--- src/rtl/slow_clock_meter_pkg.sv ---
// Shared constants for the slow clock meter: depth of the metastability
// synchronizer that brings the slow input into the clock_in domain.
package slow_clock_meter_pkg;

    localparam int unsigned SYNC_STAGES = 2;

endpackage

--- src/rtl/slow_clock_meter_sync_edge.sv ---
// Synchronizes an asynchronous level into the local clock domain and reports
// its level plus single-cycle rise/fall strobes.
module sync_edge
    import slow_clock_meter_pkg::*;
(
    input  logic clk,
    input  logic rst,
    input  logic d,
    output logic level,
    output logic rise,
    output logic fall
);

    logic [SYNC_STAGES-1:0] sync_q;
    logic [SYNC_STAGES-1:0] sync_d;
    logic                   prev_q;
    logic                   prev_d;

    always_comb begin
        sync_d = {sync_q[SYNC_STAGES-2:0], d};
        prev_d = sync_q[SYNC_STAGES-1];
    end

    always_ff @(posedge clk or posedge rst) begin
        if (rst) begin
            sync_q <= '0;
            prev_q <= 1'b0;
        end else begin
            sync_q <= sync_d;
            prev_q <= prev_d;
        end
    end

    // Edge strobes compare the synchronized level against its one-cycle-old copy.
    assign level = sync_q[SYNC_STAGES-1];
    assign rise  = sync_q[SYNC_STAGES-1] & ~prev_q;
    assign fall  = ~sync_q[SYNC_STAGES-1] & prev_q;

endmodule

--- src/rtl/slow_clock_meter.sv ---
// Measures period and high time of a slow asynchronous square wave in clock_in
// cycles, checks the period against EXPECTED +/- TOLERANCE and flags loss.
module slow_clock_meter #(
    parameter int unsigned          WIDTH     = 28,
    parameter logic [WIDTH-1:0]     EXPECTED  = 28'd50000000,
    parameter logic [WIDTH-1:0]     TOLERANCE = 28'd1000,
    parameter logic [WIDTH-1:0]     TIMEOUT   = 28'd100000000
) (
    input  logic             clock_in,
    input  logic             reset,
    input  logic             slow_in,
    output logic [WIDTH-1:0] period_out,
    output logic [WIDTH-1:0] high_out,
    output logic             valid,
    output logic             in_range,
    output logic             timeout
);

    typedef enum logic {
        IDLE    = 1'b0,
        MEASURE = 1'b1
    } state_e;

    localparam logic [WIDTH-1:0] ONE          = {{(WIDTH-1){1'b0}}, 1'b1};
    localparam logic [WIDTH-1:0] TIMEOUT_LAST = TIMEOUT - ONE;
    // Window bounds carry one extra bit so EXPECTED +/- TOLERANCE cannot wrap.
    localparam logic [WIDTH:0]   WIN_LO = {1'b0, EXPECTED} - {1'b0, TOLERANCE};
    localparam logic [WIDTH:0]   WIN_HI = {1'b0, EXPECTED} + {1'b0, TOLERANCE};

    logic slow_rise;
    logic slow_fall;
    logic slow_level_unused;

    sync_edge u_sync (
        .clk   (clock_in),
        .rst   (reset),
        .d     (slow_in),
        .level (slow_level_unused),
        .rise  (slow_rise),
        .fall  (slow_fall)
    );

    state_e           state_q,     state_d;
    logic [WIDTH-1:0] cnt_q,       cnt_d;
    logic [WIDTH-1:0] high_pend_q, high_pend_d;
    logic             pend_q,      pend_d;
    logic [WIDTH-1:0] period_q,    period_d;
    logic [WIDTH-1:0] high_q,      high_d;
    logic             valid_q,     valid_d;
    logic             in_range_q,  in_range_d;
    logic             timeout_q,   timeout_d;

    logic [WIDTH-1:0] cnt_inc;
    logic [WIDTH:0]   cnt_inc_ext;
    logic             window_ok;

    always_comb begin
        cnt_inc     = cnt_q + ONE;
        cnt_inc_ext = {1'b0, cnt_q} + {1'b0, ONE};
        window_ok   = (cnt_inc_ext >= WIN_LO) && (cnt_inc_ext <= WIN_HI);
    end

    always_comb begin
        state_d     = state_q;
        cnt_d       = cnt_q;
        high_pend_d = high_pend_q;
        pend_d      = pend_q;
        period_d    = period_q;
        high_d      = high_q;
        valid_d     = 1'b0;
        in_range_d  = in_range_q;
        timeout_d   = timeout_q;
        case (state_q)
            IDLE: begin
                cnt_d = '0;
                if (slow_rise) begin
                    state_d = MEASURE;
                    pend_d  = 1'b0;
                end
            end
            MEASURE: begin
                if (slow_fall) begin
                    high_pend_d = cnt_inc;
                    pend_d      = 1'b1;
                end
                if (slow_rise) begin
                    period_d   = cnt_inc;
                    high_d     = pend_q ? high_pend_q : cnt_inc;
                    valid_d    = 1'b1;
                    in_range_d = window_ok;
                    timeout_d  = 1'b0;
                    cnt_d      = '0;
                    pend_d     = 1'b0;
                end else if (cnt_q == TIMEOUT_LAST) begin
                    // Input lost: keep the last measurement, restart from IDLE.
                    timeout_d  = 1'b1;
                    in_range_d = 1'b0;
                    state_d    = IDLE;
                    cnt_d      = '0;
                end else begin
                    cnt_d = cnt_inc;
                end
            end
            default: begin
                state_d = IDLE;
                cnt_d   = '0;
            end
        endcase
    end

    always_ff @(posedge clock_in or posedge reset) begin
        if (reset) begin
            state_q     <= IDLE;
            cnt_q       <= '0;
            high_pend_q <= '0;
            pend_q      <= 1'b0;
            period_q    <= '0;
            high_q      <= '0;
            valid_q     <= 1'b0;
            in_range_q  <= 1'b0;
            timeout_q   <= 1'b0;
        end else begin
            state_q     <= state_d;
            cnt_q       <= cnt_d;
            high_pend_q <= high_pend_d;
            pend_q      <= pend_d;
            period_q    <= period_d;
            high_q      <= high_d;
            valid_q     <= valid_d;
            in_range_q  <= in_range_d;
            timeout_q   <= timeout_d;
        end
    end

    assign period_out = period_q;
    assign high_out   = high_q;
    assign valid      = valid_q;
    assign in_range   = in_range_q;
    assign timeout    = timeout_q;

endmodule

--- config.mk ---
export PLATFORM = sky130hd
export DESIGN_NAME = slow_clock_meter
export DESIGN_NICKNAME = d
export VERILOG_FILES = /design/src/rtl/slow_clock_meter_pkg.sv /design/src/rtl/slow_clock_meter_sync_edge.sv /design/src/rtl/slow_clock_meter.sv
export SDC_FILE = /design/constraint.sdc
export NUM_CORES = 1
export LEC_CHECK = 0
export ABC_AREA = 1
export ABC_CLOCK_PERIOD_IN_PS = 6800
export CORE_MARGIN = 2
export CORE_UTILIZATION = 30
export CTS_CLUSTER_DIAMETER = 200
export DETAILED_ROUTE_END_ITERATION = 6
export PLACE_DENSITY = 0.51
export SLEW_MARGIN = 20
export SYNTH_ARGS = -nofsm -noshare
export SYNTH_HDL_FRONTEND = slang
export SYNTH_SLANG_ARGS = --single-unit
--- constraint.sdc ---
create_clock -name clock_in -period 6.8 [get_ports clock_in]
set_input_delay 0.68 -clock clock_in [delete_from_list [all_inputs] [get_ports clock_in]]
set_output_delay 0.68 -clock clock_in [all_outputs]
set_load 0.02 [all_outputs]
==> results of run 1 <==
## per-layer routing
layer / wire length (microns) / vias to the layer above
met5: 0 / -
met4: 180 / 0
met3: 535 / 13
met2: 7028 / 83
met1: 7365 / 2236
li1: - / 2383
## cells in the mapped netlist (all sizes together)
| master | instances | area (sq um) |
|---|---|---|
| o21ai | 85 | 429.2 |
| o311ai | 1 | 26.28 |
| nand3b | 2 | 15.01 |
| nand3 | 21 | 120.1 |
| clkbuf | 21 | 78.83 |
| nor3 | 4 | 20.02 |
| nand2 | 206 | 825.8 |
| nor4 | 3 | 18.77 |
| clkinv | 1 | 3.750 |
| nand4 | 5 | 37.53 |
| nor2 | 114 | 531.8 |
| a21oi | 44 | 220.2 |
| dfrtp | 120 | 3003 |
| o21bai | 3 | 26.27 |
| o21a | 1 | 7.510 |
| buf | 3 | 26.27 |
| inv | 57 | 214.0 |
| xnor2 | 4 | 42.55 |
| and2 | 2 | 12.51 |
| xor2 | 4 | 42.55 |
| ha | 4 | 50.05 |
## final cells by class
type / instances / area, sq um / area share, %
sequential: 120 / 3003 / 41.59
multi-input combinational: 503 / 2429 / 33.63
timing repair buffer: 67 / 655.6 / 9.080
clock buffer: 19 / 442.9 / 6.134
tap: 234 / 292.8 / 4.055
inverter: 58 / 220.2 / 3.050
clock inverter: 13 / 177.7 / 2.461
## cell families after synthesis
family	count (synthesis)	share of synthesized area [%]
xor gates and xnor gates	8	1.480
DFF	120	52.21
AOI/OAI and AO/OA	134	12.33
and+or+nand+nor	357	27.50
adders and majority gates	4	0.8702
buffers and inverters	82	5.612
## stage by stage
| step | instance area (sq um) | hold slack (ns) | util [%] |
|---|---|---|---|
| 5_1_grt | 7221 | 0.3609 | 38.47 |
| 3_3_place_gp | 6600 | 0.3574 | 35.17 |
| 6_report | 7221 | 0.3619 | 38.47 |
| 2_1_floorplan | 5752 | 0.3312 | - |
| 4_1_cts | 7221 | 0.3699 | 38.47 |
| 3_5_place_dp | 6600 | 0.3576 | 35.17 |
## path summary, 6_finish.rpt
path / slack [ns] / startpoint / end / cells past startpoint
max: 4.28 / cnt_q[0] / cnt_q[22] / 9
min: 0.36 / u_sync.sync_q[0] / u_sync.sync_q[1] / 0
max reg2reg: 4.28 / cnt_q[0] / cnt_q[22] / 9
min reg2reg: 0.36 / u_sync.sync_q[0] / u_sync.sync_q[1] / 0
max in group asynchronous: 4.76 / reset / high_pend_q[19] / 3
min in group asynchronous: 0.72 / reset / valid / 2
## flip-flops by register name, indices dropped and copies added, names as in the netlist
register,count
cnt_q,28
high_out,28
high_pend_q,28
period_out,28
u_sync.sync_q,2
in_range,1
pend_q,1
state_q,1
timeout,1
u_sync.prev_q,1
valid,1
## power by group
| group | switching, mW | total (mW) | internal [mW] |
|---|---|---|---|
| Sequential | 0.0395 | 0.812 | 0.773 |
| Clock | 0.336 | 0.955 | 0.619 |
| Combinational | 0.174 | 0.283 | 0.109 |
| Total | 0.550 | 2.05 | 1.50 |
==> metrics.txt, run 1 <==
outcome completed; post-route setup TNS 0 ns; grt ovf 0; CTS tree built; yosys warns 0; area of the mapped netlist 0.005752 sq mm; IO buf count 61; Final min period 2.516 ns; Worst-path clk slew about 0.060 ns; Core Region around 0.019 sq mm; Hold Buf Count CTS 0; dpl ws 4.179 ns; global-route wire length before repair between 20000 and 30000 microns; DR DRC count 0; CP top delay family compound AO/OA/AOI/OAI gates; routed vias 4715; most common cell after layout, fill and taps aside nand2_1; Initial Util 30.65%; boundary pin count 62; final wirelength 15110 microns; Syn Area/Cell 8.159 sq um; Synth Instances 705; diode count 0; Yosys reg bits 120; VDD IR max 0.1608 mV; Global Route met1 Usage 21.75%; vias in the first global route 4726; # nets final 774; worst skew pair latency around 0.42 ns; Placement Rows 50; Seq/Total Area, Yosys 52.21%; WS Path Type flop to flop; post-CTS sizing 0; filler cell count 1933; Critical-path top delay cell o311ai_4; Slew Limit Fails 0; period utilisation layout 37.00%; crit path max fanout 16; die area 0.02030 sq mm; die height between 100 and 150 microns; met2 global-route usage 25.20%; met3 Resource Use GR 3.701%; Buf/Inv on CP 3; Clock Tree Root clkbuf_16; antenna violations before repair 0; Achievable Freq 397.5 MHz; Tot GR Track Use 15.95%; Required @ worst endpoint 7.10 ns; detailed-route wire length per cell 14.90 microns; H-Tree Depth 4; pwr dens 283.9 mW/mm^2; HP Class flop to flop; placed cells 982; Final Hold Viols 0; Worst-Margin Slew about 1.0 ns; worst setup margin 4.284 ns; Leak Pwr 3.143 nW; Worst Setup End Kind flop; Layout Skew between 0.008 and 0.009 ns; pin count of the biggest net entering global routing 88; share of cells above drive strength 1 11.92%; initial DRC count approximately 270; post-DR vias/cell 4.650; Finished Layout Cells 1014; worst path cell trace ha_1 -> inv_1 -> nor2_4 -> nand2_4 -> inv_2 -> nand4_2 -> o311ai_4 -> buf_4 -> nor2_1; Max Cap Viol 0; syn nets 712; # setup viols final 0; number of CTS-inserted buffers 17; clock sinks between 100 and 150; setup bufs post-CTS 0; Slew Limit Headroom 31.42%; count of cell types in the netlist 35; RSZ-0062 raised after global routing no; Startpoint Class flop; Final ANT Viol Nets 0; area grow syn2layout 25.54%; chip width 142.5 microns; Top Usage Layer GRT met2; DR pass1 iterations 4; clk buf depth 2; CP max stage delay approximately 0.6 ns; most frequent cells in the layout 186 x nand2_1, 120 x dfrtp_1, 92 x nor2_1; crit path DAT 2.82 ns; total power approximately 2.1 mW; Final HPWL DP between 10000 and 15000 microns; GPL Wtd Cong 0.8748
No activity file was read; power rests on OpenSTA's default activity.
==> run 2: changes to the inputs <==
Settings changed: ABC_CLOCK_PERIOD_IN_PS 6800 to 2100, PLACE_DENSITY 0.51 to 0.52.
Clock period 6.8 ns to 2.1 ns, I/O delays scaled along.
==> run 2 against run 1 <==
Compared with the run above:
- sequential power rose to 3.2 times the previous value
- wire length up 3.6%
- core utilization up 2.9 points
- critical path depth up 6
- sequential cell count unchanged
- clock power rose to 3.2 times the previous value
- cell area up 7.6%
- via count up 3.9%
- first-iteration DRC count down 3.4%
- worst hold slack worse by 0.13 ns
- critical path type unchanged
- critical endpoint is now in_range
==> metrics.txt, run 2 (synthesis results as in run 1) <==
Finished Layout Cells 1062; detailed-route wire length per cell approximately 15 microns; # nets final between 800 and 900; final wirelength 15650 microns; crit path max fanout 4; grt ovf 0; most common cell after layout, fill and taps aside nand2_1; Final Util 41.40%; clk buf depth 2; worst path cell trace ha_2 -> inv_2 -> nor2_4 -> nand2_4 -> nor2_8 -> nand2_1 -> nand2_1 -> nand2_2 -> nand2_1 -> a21oi_1 -> nand3_1 -> nand2_1 -> o21bai_2 -> nand2_1 -> nand2_1; area grow syn2layout 35.09%; WS Path Type flop to flop; Required @ worst endpoint 2.42 ns; DR DRC count 0; Critical Path Most Common Cell nand2_1; Core Region between 0.015 and 0.02 sq mm; Finished Cell Area 0.007770 sq mm; boundary pin count between 60 and 70; H-Tree Depth 4; switching share of power a little over a quarter; Startpoint Class flop; Placement Rows 50; die area about 0.02 sq mm; Worst-Margin Slew 0.8373 ns; most frequent cells in the layout 176 x nand2_1, 117 x dfrtp_1, 85 x nor2_1; Final min period 2.087 ns; outcome completed; CP top delay family simple AND/OR/NAND/NOR gates; clock share of power a little under half; crit path DAT 2.41 ns; share of cells above drive strength 1 about a fifth; WHS ~0.24 ns; number of CTS-inserted buffers 17; Leak Pwr 3.418 nW; antenna violations before repair 0; Final HPWL DP 10780 microns; clock sinks 120; Initial Util 30.65%; VDD IR max 0.5758 mV; die height 142.5 microns; Comb power frac 15.6%; CTS tree built; sequential share of power 39.2%; GPL Wtd Cong roughly 0.90; global-route wire length before repair 26290 microns; Critical-path top delay cell dfrtp_1; Slew Limit Headroom 44.18%; Tot GR Track Use 16.80%; post-DR vias/cell 4.615; Clock Tree Root clkbuf_16; Slew Limit Fails 0; chip width 142.5 microns; placed cells between 1000 and 1500; # setup viols final 0; RSZ-0062 raised after global routing yes; Layout Skew between 0.01 and 0.015 ns; vias in the first global route 5046; Placed Area 0.006932 sq mm; Achievable Freq approximately 480 MHz; diode count 0; Final Hold Viols 0; Psw between 1.5 and 2 mW; pin count of the biggest net entering global routing 88; CP max stage delay ~0.36 ns; initial DRC count 256; internal power ~4.9 mW; Buf/Inv on CP 1; Final ANT Viol Nets 0; Worst-path clk slew 0.06 ns; pwr dens about 860 mW/mm^2; routed vias just under 5000; total power between 6 and 7 mW; DR pass1 iterations 6; worst skew pair latency 0.43 ns; HP Class input pin to async pin; IO buf count 61; period utilisation layout roughly 99%; Worst Setup End Kind flop; Max Cap Viol 0
[run 2: cell types whose count changed in the layout (fill, tap and decap cells not counted), moves of 2 or more]
cell | before | now
nor2_4 | 7 | 14
nand2_1 | 186 | 176
nand3_4 | 0 | 2
nor2_1 | 92 | 85
clkbuf_1 | 1 | 3
dfrtp_2 | 0 | 3
nand3_2 | 3 | 1
clkbuf_8 | 1 | 4
buf_4 | 6 | 50
xor2_4 | 0 | 2
dfrtp_1 | 120 | 117
nand2_2 | 19 | 28
clkinvlp_4 | 5 | 2
buf_12 | 0 | 3
[run 2: final cells by class]
| type | count | area, sq um |
|---|---|---|
| clock buffers | 24 | 491.7 |
| clock inverters | 8 | 117.6 |
| fillers | 1931 | 11000 |
| inverters | 58 | 224.0 |
| multi-input cells | 503 | 2580 |
| flip-flops and latches | 120 | 3007 |
| well taps | 234 | 292.8 |
| repair buffers | 115 | 1057 |
[run 2: layer usage]
layer | vias to the layer above | GRT usage, % | wire length [microns]
li1 | 2473 | - | -
met1 | 2333 | 21.86 | 7482
met2 | 74 | 26.95 | 7424
met3 | 21 | 4.105 | 453
met4 | 0 | 6.722 | 293
met5 | - | 0 | 0
[run 2: power by group through the flow]
stage,clock (mW),combinational [mW],sequential (mW)
floorplan,0,0.385,2.81
global placement,0,1.03,2.66
detailed placement,0,1.03,2.66
CTS,3.08,1.05,2.62
global route,3.18,1.16,2.64
finish,3.02,1.04,2.62
[run 2: worst reg2reg max path, delay by kind of cell (launching register included)]
family	cells	cell delay, ns
AOI/OAI and AO/OA	2	0.24
adders and majority gates	1	0.19
buffers and inverters	1	0.06
DFF	1	0.36
and+or+nand+nor	11	1.12
[run 2: final timing paths]
kind                                   from                to  slack [ns]  cells past startpoint
max in group asynchronous             reset         cnt_q[17]        1.51                      3
hold reg to reg            u_sync.sync_q[0]  u_sync.sync_q[1]        0.36                      0
setup / recovery                   cnt_q[0]          in_range        0.01                     15
hold / removal                        reset          cnt_q[3]        0.24                      3
min in group clock_in               slow_in  u_sync.sync_q[0]        0.24                      1
setup reg to reg                   cnt_q[0]          in_range        0.01                     15
[run 2: timing repair]
action,4_1_cts,5_1_grt
hold endpoints to repair,0,0
buffers inserted,1,8
gates resized for setup,5,37
hold buffers,0,0
pin swaps,0,18
endpoints found under the setup margin,1,1
[run 2: through the flow]
step              TNS, ns  worst slack [ns]
2_1_floorplan           0            0.1254
3_5_place_dp   -0.0001579        -0.0001579
6_report                0           0.01258
5_1_grt           -0.1453           -0.1453
3_3_place_gp     -0.01151          -0.01151
4_1_cts                 0          0.002653
==> run 3: changes to the inputs <==
Settings changed: HOLD_SLACK_MARGIN set to 0.03.
==> results of run 3 <==
No change in the layout: final DEF, timing and power equal those of run 2.
